--- config.mk ---
export PLATFORM = sky130hd
export DESIGN_NAME = riscv_int_controller_mc_flat
export DESIGN_NICKNAME = d
export VERILOG_FILES = /design/src/rtl/riscv_int_controller_mc_if.sv /design/src/rtl/riscv_int_controller_mc.sv /design/src/flat_wrapper.sv
export SDC_FILE = /design/constraint.sdc
export NUM_CORES = 1
export LEC_CHECK = 0
export BUFFER_PORTS_ARGS = -buffer_cell sky130_fd_sc_hd__clkbuf_2
export CORE_ASPECT_RATIO = 1.25
export CORE_UTILIZATION = 45
export CTS_CLUSTER_DIAMETER = 30
export CTS_CLUSTER_SIZE = 20
export DETAILED_ROUTE_END_ITERATION = 12
export HOLD_SLACK_MARGIN = 0.08
export PLACE_DENSITY = 0.85
export SETUP_SLACK_MARGIN = 0.2
export SYNTH_ARGS = -nofsm -noshare
export SYNTH_HDL_FRONTEND = slang
export SYNTH_SLANG_ARGS = --single-unit
--- constraint.sdc ---
create_clock -name clk -period 5.65 [get_ports clk]
set_input_delay 0.565 -clock clk [delete_from_list [all_inputs] [get_ports clk]]
set_output_delay 0.565 -clock clk [all_outputs]
set_load 0.05 [all_outputs]
--- src/rtl/riscv_int_controller_mc_if.sv ---
// ---------------------------------------------------------------------------
// riscv_int_controller_mc_if
//
// Purpose:
//   Bundles the interrupt-line inputs, the CSR gating inputs and the
//   request/ack/kill handshake between the multi-line interrupt controller
//   and the core controller.
//
// Parameters:
//   NUM_IRQ  number of interrupt lines
//   ID_W     width of the id fields
//
// Signals (direction seen from the interrupt controller):
//   irq_i               in   NUM_IRQ  interrupt lines
//   irq_mask_i          in   NUM_IRQ  per-line enable (mie)
//   irq_sec_i           in   NUM_IRQ  per-line secure attribute
//   m_IE_i              in   1        global enable, M mode
//   u_IE_i              in   1        global enable, U mode
//   current_priv_lvl_i  in   2        current privilege level
//   irq_req_ctrl_o      out  1        request to core controller
//   irq_sec_ctrl_o      out  1        secure bit of presented request
//   irq_id_ctrl_o       out  ID_W     id of presented request
//   ctrl_ack_i          in   1        controller accepted request
//   ctrl_kill_i         in   1        controller withdrew request
//   irq_ack_o           out  1        one-cycle pulse: interrupt taken
//   irq_ack_id_o        out  ID_W     id of taken interrupt
//
// Modports:
//   master  the interrupt controller
//   slave   the environment (interrupt sources, CSRs, core controller)
// ---------------------------------------------------------------------------
interface riscv_int_controller_mc_if #(
    parameter int NUM_IRQ = 32,
    parameter int ID_W    = 6
);
    logic [NUM_IRQ-1:0] irq_i;
    logic [NUM_IRQ-1:0] irq_mask_i;
    logic [NUM_IRQ-1:0] irq_sec_i;
    logic               m_IE_i;
    logic               u_IE_i;
    logic [1:0]         current_priv_lvl_i;
    logic               irq_req_ctrl_o;
    logic               irq_sec_ctrl_o;
    logic [ID_W-1:0]    irq_id_ctrl_o;
    logic               ctrl_ack_i;
    logic               ctrl_kill_i;
    logic               irq_ack_o;
    logic [ID_W-1:0]    irq_ack_id_o;

    modport master (
        input  irq_i,
        input  irq_mask_i,
        input  irq_sec_i,
        input  m_IE_i,
        input  u_IE_i,
        input  current_priv_lvl_i,
        output irq_req_ctrl_o,
        output irq_sec_ctrl_o,
        output irq_id_ctrl_o,
        input  ctrl_ack_i,
        input  ctrl_kill_i,
        output irq_ack_o,
        output irq_ack_id_o
    );

    modport slave (
        output irq_i,
        output irq_mask_i,
        output irq_sec_i,
        output m_IE_i,
        output u_IE_i,
        output current_priv_lvl_i,
        input  irq_req_ctrl_o,
        input  irq_sec_ctrl_o,
        input  irq_id_ctrl_o,
        output ctrl_ack_i,
        output ctrl_kill_i,
        input  irq_ack_o,
        input  irq_ack_id_o
    );
endinterface

--- src/rtl/riscv_int_controller_mc.sv ---
// ---------------------------------------------------------------------------
// riscv_int_controller_mc
//
// Purpose:
//   Multi-line interrupt controller sitting between the external interrupt
//   lines and the core controller. Lines are gated by the per-line mask,
//   arbitrated by fixed priority (highest index wins) and qualified by a
//   privilege-dependent global enable. The winner is presented to the core
//   controller as a request/id/secure triple with an ack/kill handshake; on
//   acceptance a one-cycle ack pulse with the taken id is returned towards
//   the interrupt source.
//
// Parameters:
//   NUM_IRQ      number of interrupt lines (2..64); must match bus.NUM_IRQ
//   ID_W         id width, 2**ID_W >= NUM_IRQ; must match bus.ID_W
//   PULP_SECURE  1: privilege-aware global enable (U/M), 0: m_IE_i only
//
// Ports:
//   clk    clock
//   rst_n  asynchronous reset, active low
//   bus    riscv_int_controller_mc_if.master (lines, CSR gating, handshake)
//
// Configuration macro:
//   RISCV_INT_EDGE_EN  defined: lines are rising-edge sensitive, each edge
//                      latched in a per-line pending flop until taken.
//                      undefined: lines are level sensitive.
// ---------------------------------------------------------------------------
module riscv_int_controller_mc #(
    parameter int NUM_IRQ     = 32,
    parameter int ID_W        = 6,
    parameter bit PULP_SECURE = 1'b0
) (
    input logic                       clk,
    input logic                       rst_n,
    riscv_int_controller_mc_if.master bus
);

    localparam logic [1:0] PRIV_LVL_U = 2'b00;
    localparam logic [1:0] PRIV_LVL_M = 2'b11;

    typedef enum logic [1:0] {
        IDLE    = 2'd0,
        PENDING = 2'd1,
        DONE    = 2'd2
    } state_e;

    state_e             state_q, state_d;
    logic [ID_W-1:0]    id_q, id_d;
    logic               sec_q, sec_d;
    logic               req_q, req_d;
    logic               ack_q, ack_d;
    logic [ID_W-1:0]    ack_id_q, ack_id_d;

    logic [NUM_IRQ-1:0] src;
    logic [NUM_IRQ-1:0] act;
    logic [ID_W-1:0]    sel;
    logic               sel_sec;
    logic               any_act;
    logic               enable;

`ifdef RISCV_INT_EDGE_EN
    // Edge mode: a rising edge on a line sets its pending flop; the flop is
    // cleared only when that id is taken (DONE). A new edge in the same
    // cycle as the clear wins, so an edge arriving during DONE is not lost.
    logic [NUM_IRQ-1:0] pend_q, pend_d;
    logic [NUM_IRQ-1:0] hist_q, hist_d;
    logic [NUM_IRQ-1:0] pend_clr;

    always_comb begin
        pend_clr = '0;
        for (int i = 0; i < NUM_IRQ; i++) begin
            if (state_q == DONE && ID_W'(i) == id_q) begin
                pend_clr[i] = 1'b1;
            end
        end
        pend_d = (pend_q & ~pend_clr) | (bus.irq_i & ~hist_q);
        hist_d = bus.irq_i;
    end

    always_ff @(posedge clk or negedge rst_n) begin
        if (!rst_n) begin
            pend_q <= '0;
            hist_q <= '0;
        end else begin
            pend_q <= pend_d;
            hist_q <= hist_d;
        end
    end

    assign src = pend_q;
`else
    assign src = bus.irq_i;
`endif

    assign act     = src & bus.irq_mask_i;
    assign any_act = |act;

    // Ascending scan so the highest active index is the one left in sel.
    // The secure attribute is picked in the same loop to avoid indexing the
    // line vector with the (possibly wider) id.
    always_comb begin
        sel     = '0;
        sel_sec = 1'b0;
        for (int i = 0; i < NUM_IRQ; i++) begin
            if (act[i]) begin
                sel     = ID_W'(i);
                sel_sec = bus.irq_sec_i[i];
            end
        end
    end

    // In U mode a secure line is allowed through even with u_IE_i low.
    always_comb begin
        if (PULP_SECURE) begin
            enable = ((bus.u_IE_i | sel_sec) & (bus.current_priv_lvl_i == PRIV_LVL_U)) |
                     (bus.m_IE_i & (bus.current_priv_lvl_i == PRIV_LVL_M));
        end else begin
            enable = bus.m_IE_i;
        end
    end

    // Once PENDING, the request only leaves through ack or kill: line
    // deassertion or a dropped global enable does not cancel it. A higher
    // line may still replace the presented id before acceptance; ack takes
    // precedence over both kill and preemption.
    always_comb begin
        state_d = state_q;
        id_d    = id_q;
        sec_d   = sec_q;
        case (state_q)
            IDLE: begin
                if (enable && any_act) begin
                    state_d = PENDING;
                    id_d    = sel;
                    sec_d   = sel_sec;
                end
            end
            PENDING: begin
                if (bus.ctrl_ack_i) begin
                    state_d = DONE;
                end else if (bus.ctrl_kill_i) begin
                    state_d = IDLE;
                end else if (enable && any_act && (sel > id_q)) begin
                    id_d  = sel;
                    sec_d = sel_sec;
                end
            end
            DONE: begin
                state_d = IDLE;
                sec_d   = 1'b0;
            end
            default: begin
                state_d = IDLE;
            end
        endcase

        req_d    = (state_d == PENDING);
        ack_d    = (state_d == DONE);
        ack_id_d = (state_d == DONE) ? id_d : '0;
    end

    always_ff @(posedge clk or negedge rst_n) begin
        if (!rst_n) begin
            state_q  <= IDLE;
            id_q     <= '0;
            sec_q    <= 1'b0;
            req_q    <= 1'b0;
            ack_q    <= 1'b0;
            ack_id_q <= '0;
        end else begin
            state_q  <= state_d;
            id_q     <= id_d;
            sec_q    <= sec_d;
            req_q    <= req_d;
            ack_q    <= ack_d;
            ack_id_q <= ack_id_d;
        end
    end

    assign bus.irq_req_ctrl_o = req_q;
    assign bus.irq_sec_ctrl_o = sec_q;
    assign bus.irq_id_ctrl_o  = id_q;
    assign bus.irq_ack_o      = ack_q;
    assign bus.irq_ack_id_o   = ack_id_q;

endmodule

--- src/flat_wrapper.sv ---
// flat-port wrapper written by rule: the top's interface ports become plain ports
module riscv_int_controller_mc_flat 
#(
    parameter int NUM_IRQ     = 32,
    parameter int ID_W        = 6,
    parameter bit PULP_SECURE = 1'b0
)
  (clk, rst_n, bus_irq_i, bus_irq_mask_i, bus_irq_sec_i, bus_m_IE_i, bus_u_IE_i, bus_current_priv_lvl_i, bus_irq_req_ctrl_o, bus_irq_sec_ctrl_o, bus_irq_id_ctrl_o, bus_ctrl_ack_i, bus_ctrl_kill_i, bus_irq_ack_o, bus_irq_ack_id_o);
  riscv_int_controller_mc_if #(.NUM_IRQ(NUM_IRQ), .ID_W(ID_W)) bus_i ();
  input logic clk;
  input logic rst_n;
  input wire logic [$bits(bus_i.irq_i)-1:0] bus_irq_i;
  input wire logic [$bits(bus_i.irq_mask_i)-1:0] bus_irq_mask_i;
  input wire logic [$bits(bus_i.irq_sec_i)-1:0] bus_irq_sec_i;
  input wire logic [$bits(bus_i.m_IE_i)-1:0] bus_m_IE_i;
  input wire logic [$bits(bus_i.u_IE_i)-1:0] bus_u_IE_i;
  input wire logic [$bits(bus_i.current_priv_lvl_i)-1:0] bus_current_priv_lvl_i;
  output wire logic [$bits(bus_i.irq_req_ctrl_o)-1:0] bus_irq_req_ctrl_o;
  output wire logic [$bits(bus_i.irq_sec_ctrl_o)-1:0] bus_irq_sec_ctrl_o;
  output wire logic [$bits(bus_i.irq_id_ctrl_o)-1:0] bus_irq_id_ctrl_o;
  input wire logic [$bits(bus_i.ctrl_ack_i)-1:0] bus_ctrl_ack_i;
  input wire logic [$bits(bus_i.ctrl_kill_i)-1:0] bus_ctrl_kill_i;
  output wire logic [$bits(bus_i.irq_ack_o)-1:0] bus_irq_ack_o;
  output wire logic [$bits(bus_i.irq_ack_id_o)-1:0] bus_irq_ack_id_o;
  assign bus_i.irq_i = bus_irq_i;
  assign bus_i.irq_mask_i = bus_irq_mask_i;
  assign bus_i.irq_sec_i = bus_irq_sec_i;
  assign bus_i.m_IE_i = bus_m_IE_i;
  assign bus_i.u_IE_i = bus_u_IE_i;
  assign bus_i.current_priv_lvl_i = bus_current_priv_lvl_i;
  assign bus_irq_req_ctrl_o = bus_i.irq_req_ctrl_o;
  assign bus_irq_sec_ctrl_o = bus_i.irq_sec_ctrl_o;
  assign bus_irq_id_ctrl_o = bus_i.irq_id_ctrl_o;
  assign bus_i.ctrl_ack_i = bus_ctrl_ack_i;
  assign bus_i.ctrl_kill_i = bus_ctrl_kill_i;
  assign bus_irq_ack_o = bus_i.irq_ack_o;
  assign bus_irq_ack_id_o = bus_i.irq_ack_id_o;
  riscv_int_controller_mc #(.NUM_IRQ(NUM_IRQ), .ID_W(ID_W), .PULP_SECURE(PULP_SECURE)) u_core (.clk(clk), .rst_n(rst_n), .bus(bus_i));
endmodule
## Word-level counts from Yosys, hierarchy flattened

Index checks and enable logic that the tools add are counted.

- Bits in read-only memories: 0
- Bits in writable memories: 0
- Register bits: 17
- Input bits: 104
- Bits in latches: 0
- Logic and storage cells: 100
- Output and inout port bits: 15
- Memories: 0

- Mux-type cells: 78
- Eq/ne operators: 8
- Div/mod/pow operators: 0
- Shifts and indexed selects: 0
- $add $sub $neg: 0
- Order comparisons: 1
- Bitwise gates (word level): 1
- Reductions and logical operators: 6
- $mul: 0

Operators with widths:

| kind | number |
|---|---|
| 5-bit two-way mux | 16 |
| 1-bit two-way mux | 37 |
| 32-bit AND | 1 |
| 4-bit two-way mux | 8 |
| 32-bit OR reduction | 1 |
| 6-bit two-way mux | 5 |
| 3-bit two-way mux | 4 |
| 6-bit one-hot mux with 2 select lines | 1 |
| 2-bit two-way mux | 5 |
| 5-bit by 6-bit greater-than comparator with 1-bit output | 1 |
| 5-bit AND reduction | 1 |
| 2-bit by 1-bit equality test with 1-bit output, second input constant | 2 |
| 2-bit equality test, second input constant | 2 |
| 2-bit by 1-bit inequality test with 1-bit output, second input constant | 2 |
| 2-bit inequality test, second input constant | 2 |
| 2-bit one-hot mux with 2 select lines | 1 |
| 1-bit one-hot mux with 3 select lines | 1 |
| 3-bit nonzero test | 1 |
| 1-bit logical AND | 2 |
| 2-bit logical NOT | 1 |

## Logic depth before layout (Yosys ltp)

Gate-level depths: netlist (run 1).

- Depth in word-level cells: 39
- Mapped depth: 14

## Worst setup path after synthesis (run 1)

OpenSTA, ideal clock, no wires.

- Kind: input to register
- From: input port bus_irq_i[6]
- To: register u_core.ack_id_q[3] (netlist: u_core.bus.irq_ack_id_o[3])
- Path buffers: 0
- Cell stages on the path: 13
- Path slack: 2350 ps
- Arrival: 3181 ps
- Cells stage by stage: a22oi_1 -> o211ai_1 -> nand3_1 -> a21oi_1 -> o31ai_1 -> nand3_1 -> ha_1 -> and4_4 -> a2111oi_4 -> o21ai_0 -> a211oi_2 -> mux2_2 -> and2_1

- Word-level cells in the longest chain between the ends: 34

RTL lines:

| item | RTL line | source |
|---|---|---|
| from (decl) | flat_wrapper.sv:12 | `input wire logic [$bits(bus_i.irq_i)-1:0] bus_irq_i;` |
| 32-bit AND (*) | riscv_int_controller_mc.sv:95 | `assign act = src & bus.irq_mask_i;` |
| 3-bit two-way mux (2 in a row) | riscv_int_controller_mc.sv:105 | `if (act[i]) begin` |
| 4-bit two-way mux (8 in a row) | riscv_int_controller_mc.sv:105 |  |
| 5-bit two-way mux (16 in a row) | riscv_int_controller_mc.sv:105 |  |
| 5-bit by 6-bit greater-than comparator with 1-bit output | riscv_int_controller_mc.sv:143 | `end else if (enable && any_act && (sel > id_q)) begin` |
| 1-bit logical AND | riscv_int_controller_mc.sv:143 |  |
| 6-bit two-way mux | riscv_int_controller_mc.sv:143 |  |
| 6-bit two-way mux | riscv_int_controller_mc.sv:141 | `end else if (bus.ctrl_kill_i) begin` |
| 6-bit two-way mux | riscv_int_controller_mc.sv:139 | `if (bus.ctrl_ack_i) begin` |
| 6-bit one-hot mux with 2 select lines (*) | riscv_int_controller_mc.sv:130 | `case (state_q)` |
| net u_core.id_d[3] | riscv_int_controller_mc.sv:48 | `logic [ID_W-1:0] id_q, id_d;` |
| 6-bit two-way mux (*) | riscv_int_controller_mc.sv:159 | `ack_id_d = (state_d == DONE) ? id_d : '0;` |
| net u_core.ack_id_d[3] | riscv_int_controller_mc.sv:52 | `logic [ID_W-1:0] ack_id_q, ack_id_d;` |
| to (signal assigned) | riscv_int_controller_mc.sv:176 | `ack_id_q <= ack_id_d;` |
| to (decl) | riscv_int_controller_mc.sv:52 |  |

Mark *: on every way through the listed nets, which the timed path passes. The rest lies on a longest branch.
A chain may end at the register's enable or synchronous reset.

## Worst setup path in the final report (run 1)

- From: input port bus_irq_i[10]
- To: register u_core.ack_id_q[3] (netlist: u_core.bus.irq_ack_id_o[3])

- Word-level cells in the longest chain between the ends: 30

RTL lines:

| item | RTL line |
|---|---|
| 32-bit AND (*) | riscv_int_controller_mc.sv:95 |
| 4-bit two-way mux (6 in a row) | riscv_int_controller_mc.sv:105 |
| 5-bit two-way mux (16 in a row) | riscv_int_controller_mc.sv:105 |
| 5-bit by 6-bit greater-than comparator with 1-bit output | riscv_int_controller_mc.sv:143 |
| 1-bit logical AND | riscv_int_controller_mc.sv:143 |
| 6-bit two-way mux | riscv_int_controller_mc.sv:143 |
| 6-bit two-way mux | riscv_int_controller_mc.sv:141 |
| 6-bit two-way mux | riscv_int_controller_mc.sv:139 |
| 6-bit one-hot mux with 2 select lines (*) | riscv_int_controller_mc.sv:130 |
| net u_core.id_d[3] | riscv_int_controller_mc.sv:48 |
| 6-bit two-way mux (*) | riscv_int_controller_mc.sv:159 |
| net u_core.ack_id_d[3] | riscv_int_controller_mc.sv:52 |

Marks and branches as above.

==> results of run 1 <==
worst max-delay path, stage by stage:
cell       delay, ps
clkbuf_2         110
a22oi_2          310
o211ai_1         150
nand3_1          110
a21oi_1           70
o31ai_1          320
nand3_1          150
ha_1             330
and4_4           210
a2111oi_4        350
o21ai_0          160
a211oi_2         670
mux2_2           430
and2_1           140
power by group:
| group | switching (W) | leakage, nW | internal [W] |
|---|---|---|---|
| Combinational | 0.000188 | 1.06 | 0.000106 |
| Clock | 0.0000363 | 0.0228 | 0.0000499 |
| Sequential | 0.0000139 | 0.213 | 0.000143 |
| Total | 0.000238 | 1.29 | 0.000299 |
layout by cell type (no fill, tap or decap), types with 2 or more instances in the layout:
master,synthesis,final
nand2_1,34,34
o2111ai_1,2,2
a32oi_1,3,3
ha_1,5,5
a21o_1,3,3
dfrtp_1,17,17
inv_1,7,7
nor2_1,12,12
a22oi_1,7,7
clkbuf_2,0,115
nand2b_1,2,2
clkbuf_8,0,3
o211ai_1,5,5
a21oi_1,12,12
a22oi_2,6,6
a211oi_1,6,6
nand3_1,15,15
nand4_1,7,7
a31oi_1,3,3
and2_1,7,7
a22o_1,7,7
o21ai_0,10,10
nand3b_1,4,4
and3_1,9,9
a22oi_4,4,4
a32o_1,4,4
cell families after synthesis:
group,after synthesis,share of synthesized area [%]
AND/OR/NAND/NOR,99,29.2
AO/OA/AOI/OAI,83,40.5
flip-flops,17,23.6
buffers and inverters,8,2.08
adder cells (fa/ha/maj),5,3.47
multiplexers,2,1.18
sequential cells by signal (all words and copies together), names as in the netlist:
register and cells:
u_core.bus.irq_ack_id_o 6, u_core.bus.irq_id_ctrl_o 6, u_core.state_q 2, u_core.bus.irq_ack_o 1, u_core.bus.irq_req_ctrl_o 1, u_core.bus.irq_sec_ctrl_o 1
synthesized netlist by cell type (2+ instances only):
| cell type | count | share of area, % |
|---|---|---|
| a211oi_1 | 6 | 2.5 |
| a21o_1 | 3 | 1.2 |
| a21oi_1 | 12 | 3.3 |
| a22o_1 | 7 | 3.4 |
| a22oi_1 | 7 | 2.9 |
| a22oi_2 | 6 | 4.2 |
| a22oi_4 | 4 | 4.7 |
| a31oi_1 | 3 | 1.0 |
| a32o_1 | 4 | 2.2 |
| a32oi_1 | 3 | 1.5 |
| and2_1 | 7 | 2.4 |
| and3_1 | 9 | 3.1 |
| dfrtp_1 | 17 | 24 |
| ha_1 | 5 | 3.5 |
| inv_1 | 7 | 1.5 |
| nand2_1 | 34 | 7.1 |
| nand2b_1 | 2 | 0.69 |
| nand3_1 | 15 | 4.2 |
| nand3b_1 | 4 | 1.7 |
| nand4_1 | 7 | 2.4 |
| nor2_1 | 12 | 2.5 |
| o2111ai_1 | 2 | 0.97 |
| o211ai_1 | 5 | 2.1 |
| o21ai_0 | 10 | 2.8 |
path summary, 6_finish.rpt:
check / startpoint / to / cells past startpoint
max reg2reg: u_core.bus.irq_id_ctrl_o[2] / u_core.bus.irq_ack_id_o[3] / 8
min reg2reg: u_core.bus.irq_sec_ctrl_o / u_core.bus.irq_sec_ctrl_o / 2
min: rst_n / u_core.bus.irq_ack_id_o[2] / 1
max in group asynchronous: rst_n / u_core.bus.irq_ack_id_o[4] / 1
max: bus_irq_i[10] / u_core.bus.irq_ack_id_o[3] / 14
min in group clk: u_core.bus.irq_sec_ctrl_o / u_core.bus.irq_sec_ctrl_o / 2
layer usage:
metal / vias up / routed length (um) / global-route usage [%]
met4: 0 / 81 / 5.56
met3: 8 / 333 / 4.08
li1: 1099 / - / -
met5: - / 0 / 0
met2: 99 / 2920 / 53.9
met1: 1035 / 2100 / 28.6
stage by stage:
stage | instances | hold WS [ps] | power (W) | instance area (um^2) | util [%]
final | 386 | 235 | 0.000537 | 2480 | 65.0
after detailed placement | 382 | 509 | 0.000450 | 2440 | 63.9
after global placement | 382 | 476 | 0.000443 | 2440 | 63.9
after global routing | 386 | 262 | 0.000575 | 2480 | 65.0
after CTS | 386 | 244 | 0.000538 | 2480 | 65.0
after floorplan | 214 | 269 | 0.000349 | 1810 | -
final cells by class:
class | instances | share of cell area, %
Sequential cell | 17 | 17.1
Multi-Input combinational cell | 189 | 54.1
Inverter | 7 | 1.06
Clock buffer | 4 | 1.81
Timing Repair Buffer | 115 | 23.2
Tap cell | 54 | 2.72
==> metrics.md, run 1 <==
| Metric | Value |
|---|---|
| Outcome | `finished, final reports clean` |
| Dpl hpwl | `4.75 mm` |
| Area taken by multi-input logic gates | `1340 um^2` |
| Setup Skew | `3.71 ps` |
| Slew at the pin closest to its max-slew limit | `732 ps` |
| Fmax achieved | `0.254 GHz` |
| CTS Hold Buffers Added | `0` |
| ANT nets after route | `0` |
| Antenna Cells | `0` |
| Critical path class | `in -> reg` |
| Peak VDD IR | `0.194 mV` |
| Post-synth net total | `323` |
| Final hold vios | `0` |
| Post-synthesis sequential area ratio | `a little under a quarter` |
| Reg2reg setup slack | `2840 ps` |
| Mapped cell area | `between 1500 and 2000 um^2` |
| Total GRT Usage | `between 20% and 30%` |
| FP Rows | `25` |
| Gr ovfl total | `0` |
| Final setup viols | `0` |
| Setup TNS | `0 ps` |
| Drt wl/cell | `14.1 um` |
| Register Area | `about 430 um^2` |
| Core area | `3820 um^2` |
| Port bufs | `115` |
| First DRT Iteration DRCs | `120` |
| Top_reg_cell synth | `dfrtp_1` |
| Final net count | `roughly 440` |
| First-pass GRT wire length | `around 9.0 mm` |
| H-tree Lvls | `1` |
| Period minus WS final | `3930 ps` |
| CP startpoint kind | `primary input` |
| Routability cong. | `0.877` |
| Cells after Synth | `214` |
| CTS buffer count | `3` |
| Slew Limit Fails | `0` |
| Via count | `2241` |
| Post-CTS Resized | `0` |
| Dpl ws | `around 1500 ps` |
| RSZ-0062 raised after global routing | `no` |
| TritonCTS Sinks | `17` |
| Top Ports | `between 100 and 150` |
| Crit path max fanout | `11` |
| Clock latency on the worst-skew pair | `250 ps` |
| Tcrit/Tclk final | `69.6%` |
| Post-synth EDFFs | `0` |
| Die footprint | `4270 um^2` |
| Layout area overhead | `37.5%` |
| Reg clk slew, reported paths | `60 ps` |
| Die width | `58.7 um` |
| Maxcap violations | `0` |
| Relative slew margins | `51.1%` |
| Vias in the first global route | `approximately 2200` |
| DRT Pass-1 Iters | `5` |
| CTS Buffer Depth | `2` |
| Postcts setup bufs | `0` |
| Endpoint class of the critical path | `flop` |
| Syn_area_per_cell | `~8.4 um^2` |
| Layout cells sized above 1 | `between 40% and 50%` |
| Initial Util | `47.3%` |
| Yosys warns | `0` |
| Initial antenna violation count | `0` |
| Routed wire length | `between 5 and 6 mm` |
| CTS tree | `done` |
| Crit path DAT | `4070 ps` |
| Leakage | `1.29 nW` |
| Pwr dens | `~220 nW/um^2` |
| # fillers | `375` |
| Vias per cell | `5.81` |
| Setup ws final | `approximately 1700 ps` |
| Critical Path RT | `roughly 5800 ps` |
| Worst min-delay path class | `in -> async` |
| Root buffer cell | `clkbuf_8` |
| Synthesis-stage register bit count | `17` |
| Detailed-route DRC error count | `0` |
| Synth cell types | `47` |
| Largest net degree at the start of global routing | `18` |
| Asr flop ratio synth | `100%` |
| Die height | `72.8 um` |
Power figures use the tool's default switching activity.
==> run 2, diff against run 1 <==
--- a/config.mk
+++ b/config.mk
@@ -7,12 +7,12 @@
 export LEC_CHECK = 0
 export BUFFER_PORTS_ARGS = -buffer_cell sky130_fd_sc_hd__clkbuf_2
 export CORE_ASPECT_RATIO = 1.25
-export CORE_UTILIZATION = 45
+export CORE_UTILIZATION = 39
 export CTS_CLUSTER_DIAMETER = 30
 export CTS_CLUSTER_SIZE = 20
 export DETAILED_ROUTE_END_ITERATION = 12
 export HOLD_SLACK_MARGIN = 0.08
-export PLACE_DENSITY = 0.85
+export PLACE_DENSITY = 0.78
 export SETUP_SLACK_MARGIN = 0.2
 export SYNTH_ARGS = -nofsm -noshare
 export SYNTH_HDL_FRONTEND = slang
==> constraint.sdc (replaced) <==
create_clock -name clk -period 3.2 [get_ports clk]
set_input_delay 0.32 -clock clk [delete_from_list [all_inputs] [get_ports clk]]
set_output_delay 0.32 -clock clk [all_outputs]
set_load 0.05 [all_outputs]
==> metrics.md, run 2 (synthesis gave the netlist of run 1 again) <==
| Metric | Value |
|---|---|
| Cell Chain, Critical Path | `buf_6, a22oi_2, o211ai_1, nand3_1, a21oi_2, o31ai_2, nand3_1, ha_1, and4_4, a2111oi_4, o21ai_1, a211oi_2, buf_4, mux2_4, and2_4` |
| Dpl ws | `-245 ps (-1720 ps)` |
| CTS Buffer Depth | `2 (unchanged)` |
| Critical path buffers and inverters | `2 (+1)` |
| Endpoint class of the critical path | `flop` |
| Crit path launch | `bus_irq_i[10]` |
| TritonCTS Sinks | `17 (unchanged)` |
| Core area | `4430 um^2 (+16%)` |
| First-pass GRT wire length | `9.96 mm (+11%)` |
| Stages on the worst setup path | `15 (+1)` |
| Crit path max fanout | `4 (-7)` |
| Crit path DAT | `3150 ps (-920 ps)` |
| Die height | `78.1 um (+7.2%)` |
| FF-to-FF Start | `u_core.bus.irq_id_ctrl_o[2]` |
| Relative slew margins | `60.6% (+9.4 points)` |
| Setup ws final | `202 ps (-1520 ps)` |
| Crit path top cell by count | `nand3_1` |
| Maxcap violations | `0 (unchanged)` |
| Slew at the pin closest to its max-slew limit | `584 ps (-148 ps)` |
| Fmax achieved | `0.334 GHz` |
| CP startpoint kind | `primary input` |
| Leakage | `1.54 nW (+19%)` |
| Total GRT Usage | `24.7% (-2.1 points)` |
| Final setup viols | `0 (unchanged)` |
| Detailed-route DRC error count | `0 (unchanged)` |
| Critical Path RT | `3350 ps (-2440 ps)` |
| Antenna Cells | `0 (unchanged)` |
| Worst Setup EP | `u_core.bus.irq_ack_id_o[3]` |
| Gr ovfl total | `0 (unchanged)` |
| RSZ-0062 raised after global routing | `yes` |
| Reg clk slew, reported paths | `70 ps (about the same)` |
| Clock latency on the worst-skew pair | `250 ps (about the same)` |
| Slowest CP cell | `a2111oi_4` |
| Top Ports | `119 (unchanged)` |
| CTS tree | `done` |
| Commonest non-fill, non-tap cells in the layout | `clkbuf_2 (112), buf_4 (42), nand2_1 (31), dfrtp_1 (17), nand3_1 (14)` |
| Worst min-delay path class | `in -> reg` |
| H-tree Lvls | `1 (unchanged)` |
| Min-delay src | `bus_irq_sec_i[31]` |
| FP Rows | `27 (+8.0%)` |
| Peak VDD IR | `0.231 mV (+19%)` |
| Hold slack | `454 ps (+219 ps)` |
| Top Family by Delay on Critical Path | `compound AO/OA/AOI/OAI gates` |
| DRT Pass-1 Iters | `4 (-1)` |
| Routed wire length | `6.01 mm (+11%)` |
| RR Endpoint | `u_core.bus.irq_ack_id_o[3]` |
| Layout cells sized above 1 | `52.8% (+11 points)` |
| Tcrit/Tclk final | `93.7%` |
| Period minus WS final | `3000 ps` |
| Final hold vios | `0 (unchanged)` |
| Pwr dens | `363 nW/um^2 (+68%)` |
| Critical path class | `in -> reg` |
| ANT nets after route | `0 (unchanged)` |
| Vias in the first global route | `2461 (+10%)` |
| Die footprint | `4910 um^2 (+15%)` |
| Slew Limit Fails | `0 (unchanged)` |
| CTS buffer count | `3 (unchanged)` |
| Port bufs | `115 (unchanged)` |
| Drt wl/cell | `13.8 um (-1.9%)` |
| Via count | `2407 (+7.4%)` |
| Dpl hpwl | `5.04 mm (+6.1%)` |
| Initial antenna violation count | `0 (unchanged)` |
| Hold-critical path depth | `4` |
| Layout area overhead | `62.9%` |
| Die width | `62.9 um (+7.2%)` |
| Final net count | `487 (+10%)` |
| Reg2reg setup slack | `890 ps (-1950 ps)` |
| Routability cong. | `0.844 (-3.7%)` |
| Slowest Stage Delay on Critical Path | `350 ps (-320 ps)` |
| Setup Skew | `2.44 ps (-1.28 ps)` |
| Outcome | `finished, final reports clean` |
| First DRT Iteration DRCs | `69 (-43%)` |
| Reg2Reg Depth | `9 (+1)` |
| Commonest non-fill, non-tap cell in the layout | `clkbuf_2` |
| Vias per cell | `5.53 (-4.7%)` |
| Initial Util | `40.8% (-6.5 points)` |
| Root buffer cell | `clkbuf_8` |
| Largest net degree at the start of global routing | `18 (unchanged)` |
[run 2: cell types whose count changed in the layout (fill, tap and decap cells not counted), sizes merged]
cell	before	now
clkbuf	119	115
buf	0	47
clkinv	0	1
dlygate4sd3	0	1
[run 2: repair_timing]
| action | 4_1_cts | 5_1_grt |
|---|---|---|
| gates resized for setup | 6 | 21 |
| endpoints found under the setup margin | 12 | 9 |
| hold buffers | 1 | 0 |
| setup buffers | 2 | 5 |
| hold endpoints to repair | 17 | 0 |
| pin swaps | 5 | 19 |
[run 2: report_power, final]
group | internal [W] | switching (W)
combinational | 0.000265 | 0.000361
sequential | 0.000251 | 0.0000281
clock | 0.0000864 | 0.0000766
total | 0.000603 | 0.000466
[run 2: area by class of cell]
type / instances / area (um^2)
fillers: 389 / 1480
multi-input cells: 189 / 1430
repair buffers: 160 / 942
flip-flops and latches: 17 / 425
well taps: 58 / 72.6
clock buffers: 3 / 41.3
inverters: 7 / 26.3
clock inverters: 1 / 5.00
[run 2: metrics by stage]
| stage | power, W | instances | cell area (um^2) | utilization [%] | TNS [ps] |
|---|---|---|---|---|---|
| 6_report | 0.00107 | 435 | 2940 | 66.5 | 0 |
| 5_1_grt | 0.00114 | 435 | 2940 | 66.5 | 0 |
| 4_1_cts | 0.00103 | 430 | 2830 | 63.8 | 0 |
| 3_5_place_dp | 0.000855 | 423 | 2730 | 61.7 | -1620 |
| 3_3_place_gp | 0.000842 | 423 | 2730 | 61.7 | -629 |
| 2_1_floorplan | 0.000621 | 214 | 1810 | - | 0 |
[run 2: how the worst min path moves through the flow]
stage | slack (ps) | to
6_report | 450 | u_core.bus.irq_sec_ctrl_o
5_1_grt | 480 | u_core.bus.irq_sec_ctrl_o
4_1_cts | 430 | u_core.bus.irq_sec_ctrl_o
3_5_place_dp | 270 | u_core.bus.irq_ack_id_o[1]
3_3_place_gp | 250 | u_core.bus.irq_ack_o
2_1_floorplan | 20 | u_core.bus.irq_ack_id_o[0]
[run 2: tightest hold or removal path, cell delays in order]
cell      delay, ps
clkbuf_2         70
or2_2           100
a32oi_1          90
o21ai_1          80
[run 2: layer usage]
metal	track usage, %	share of wire, %	up-vias
li1	-	-	1183
met1	26.3	39	1121
met2	48.3	54	89
met3	3.34	5.2	14
met4	9.07	2.5	0
met5	0	0	-
==> run 3, diff against run 2 <==
==> constraint.sdc (replaced) <==
create_clock -name clk -period 3.2 [get_ports clk]
set_input_delay 0.16 -clock clk [delete_from_list [all_inputs] [get_ports clk]]
set_output_delay 0.16 -clock clk [all_outputs]
set_load 0.05 [all_outputs]
==> metrics.md, run 3 (synthesis gave the netlist of run 1 again) <==
| Metric | Value |
|---|---|
| Slew Limit Fails | `0 (unchanged)` |
| Sw frac | `44.2% (+0.67 points)` |
| Detailed-route DRC error count | `0 (unchanged)` |
| Crit path launch | `bus_irq_mask_i[10]` |
| Core area | `4430 um^2 (unchanged)` |
| Period minus WS final | `2830 ps (-164 ps)` |
| Relative slew margins | `65.7% (+5.1 points)` |
| CTS buffer count | `3 (unchanged)` |
| Commonest non-fill, non-tap cell in the layout | `clkbuf_2` |
| H-tree Lvls | `1 (unchanged)` |
| Final hold vios | `0 (unchanged)` |
| Drt wl/cell | `14.0 um (+1.2%)` |
| Reg2Reg Depth | `9 (unchanged)` |
| Die height | `78.1 um (unchanged)` |
| Hold-critical path depth | `4 (unchanged)` |
| Critical path class | `in -> reg` |
| Vias in the first global route | `2397 (-2.6%)` |
| FP Rows | `27 (unchanged)` |
| RR Endpoint | `u_core.bus.irq_ack_id_o[4]` |
| Critical Path RT | `3390 ps (+40 ps)` |
| Endpoint class of the critical path | `flop` |
| Layout area overhead | `52.6%` |
| CP startpoint kind | `primary input` |
| TritonCTS Sinks | `17 (unchanged)` |
| Top Ports | `119 (unchanged)` |
| Fmax achieved | `0.353 GHz (+5.8%)` |
| Root buffer cell | `clkbuf_8` |
| Final setup viols | `0 (unchanged)` |
| Layout cells sized above 1 | `47.8% (-5.0 points)` |
| Tcrit/Tclk final | `88.5% (-5.1 points)` |
| Internal | `0.000578 W (-4.2%)` |
| Flop pwr share | `27.0% (+0.9 points)` |
| Maxcap violations | `0 (unchanged)` |
| Hold Crit Endpoint | `u_core.bus.irq_sec_ctrl_o` |
| Hold slack | `270 ps (-184 ps)` |
| Largest net degree at the start of global routing | `18 (unchanged)` |
| RSZ-0062 raised after global routing | `no` |
| Via count | `2362 (-1.9%)` |
| Clock power frac | `15.5% (+0.2 points)` |
| Post-route cell area | `2760 um^2 (-6.3%)` |
| Final std cells w/o fill | `416 (-4.4%)` |
| Antenna Cells | `0 (unchanged)` |
| CTS tree | `done` |
| Dpl hpwl | `4.94 mm (-1.9%)` |
| Min-delay src | `bus_irq_sec_i[31]` |
| Leakage | `1.43 nW (-7.2%)` |
| Gr ovfl total | `0 (unchanged)` |
| Slew at the pin closest to its max-slew limit | `508 ps (-76.2 ps)` |
| Die footprint | `4910 um^2 (unchanged)` |
| Routed wire length | `5.81 mm (-3.2%)` |
| Crit path DAT | `3030 ps (-120 ps)` |
| Die width | `62.9 um (unchanged)` |
| Reg clk slew, reported paths | `60 ps (about the same)` |
| Pwr dens | `376 nW/um^2 (+3.5%)` |
| Vias per cell | `5.68 (+2.6%)` |
| Setup Skew | `0.985 ps (-1.45 ps)` |
| Combinational fraction of design power | `57.6% (-1.0 points)` |
| ANT nets after route | `0 (unchanged)` |
| Clock latency on the worst-skew pair | `250 ps (about the same)` |
| Outcome | `finished, final reports clean` |
| Routability cong. | `0.900 (+6.6%)` |
| Reg2reg setup slack | `900 ps (about the same)` |
| Peak VDD IR | `0.209 mV (-9.6%)` |
| Switch Pwr | `0.000458 W (-1.6%)` |
| Initial Util | `40.8% (unchanged)` |
| Post-Place Cell Area | `2600 um^2 (-4.7%)` |
| Port bufs | `115 (unchanged)` |
| Commonest non-fill, non-tap cells in the layout | `clkbuf_2 (115), nand2_1 (34), buf_4 (24), dfrtp_1 (17), nand3_1 (14)` |
| First DRT Iteration DRCs | `94 (+36%)` |
| Cells after DPL | `407 (-3.8%)` |
| First-pass GRT wire length | `9.63 mm (-3.3%)` |
| Initial antenna violation count | `0 (unchanged)` |
| Total GRT Usage | `24.1% (-0.51 points)` |
| CTS Buffer Depth | `2 (unchanged)` |
| FF-to-FF Start | `u_core.bus.irq_id_ctrl_o[2]` |
| Setup TNS | `0 ps (unchanged)` |
| DRT Pass-1 Iters | `4 (unchanged)` |
| Final net count | `468 (-3.9%)` |
| Crit path max fanout | `4 (unchanged)` |
| Worst min-delay path class | `in -> reg` |
[run 3: cell count changes in the layout (fill, tap and decap cells not counted), moves of 2 or more]
cell      previous run  this run
buf_4               42        24
nand2_1             31        34
nand2_2              3         0
and2_1               5         7
a22oi_1              5         7
a22oi_2              8         6
and2_4               2         0
clkbuf_2           112       115
buf_6                5         0
[run 3: final cells by class]
class	count	area (um^2)
clock buffer	3	41.3
clock inverter	1	5.00
fill	407	1670
inverter	7	26.3
multi-input combinational	189	1400
sequential	17	425
tap	58	72.6
timing repair buffer	141	786
[run 3: per-layer routing]
| metal | share of wire [%] | wire, um | track usage [%] | up-vias |
|---|---|---|---|---|
| met3 | 5.5 | 320 | 4.22 | 25 |
| met5 | 0 | 0 | 0 | - |
| met1 | 36 | 2110 | 24.6 | 1078 |
| met2 | 53 | 3100 | 45.5 | 102 |
| met4 | 4.9 | 283 | 14.0 | 0 |
| li1 | - | - | - | 1157 |
[run 3: worst max-delay path, cell delays in order]
cell and delay, ps:
clkbuf_2 90, a22oi_2 250, o211ai_1 140, nand3_1 140, a21oi_2 60, o31ai_1 250, buf_4 180, nand3_4 70
ha_4 240, and4_4 150, a2111oi_4 310, o21ai_1 130, a211oi_2 230, buf_4 200, mux2i_4 250, and2_1 150
[run 3: worst max-delay path by stage]
| stage | to | cells after the start | slack (ps) |
|---|---|---|---|
| CTS | u_core.bus.irq_ack_id_o[4] | 16 | 220 |
| global placement | u_core.bus.irq_ack_id_o[3] | 14 | 60 |
| floorplan | u_core.bus.irq_ack_id_o[3] | 13 | 310 |
| global route | u_core.bus.irq_ack_id_o[4] | 16 | 210 |
| finish | u_core.bus.irq_ack_id_o[4] | 16 | 370 |
| detailed placement | u_core.bus.irq_ack_id_o[4] | 15 | -70 |
[run 3: what timing repair did]
item | CTS | global route
hold buffers | 1 | 0
resized for setup | 3 | 9
endpoints found under the hold margin | 17 | 0
pin swaps | 0 | 12
endpoints found under the setup margin | 1 | 13
gates cloned | 0 | 0
buffers inserted | 1 | 3
[run 3: power groups by stage]
stage | logic [W] | registers (W) | clock network (W)
floorplan | 0.000221 | 0.000396 | 0
CTS | 0.000563 | 0.000278 | 0.000162
detailed placement | 0.000547 | 0.000282 | 0
global route | 0.000644 | 0.000283 | 0.000179
global placement | 0.000535 | 0.000281 | 0
finish | 0.000597 | 0.000279 | 0.000160
[run 3: per-stage QoR]
step                      utilization (%)  total power (W)  setup WS [ps]
after detailed placement             58.8         0.000829          -70.3
after floorplan                         -         0.000617            305
after CTS                            60.7          0.00100            217
after global routing                 62.3          0.00111            211
final                                62.3          0.00104            367
after global placement               58.8         0.000816           56.7
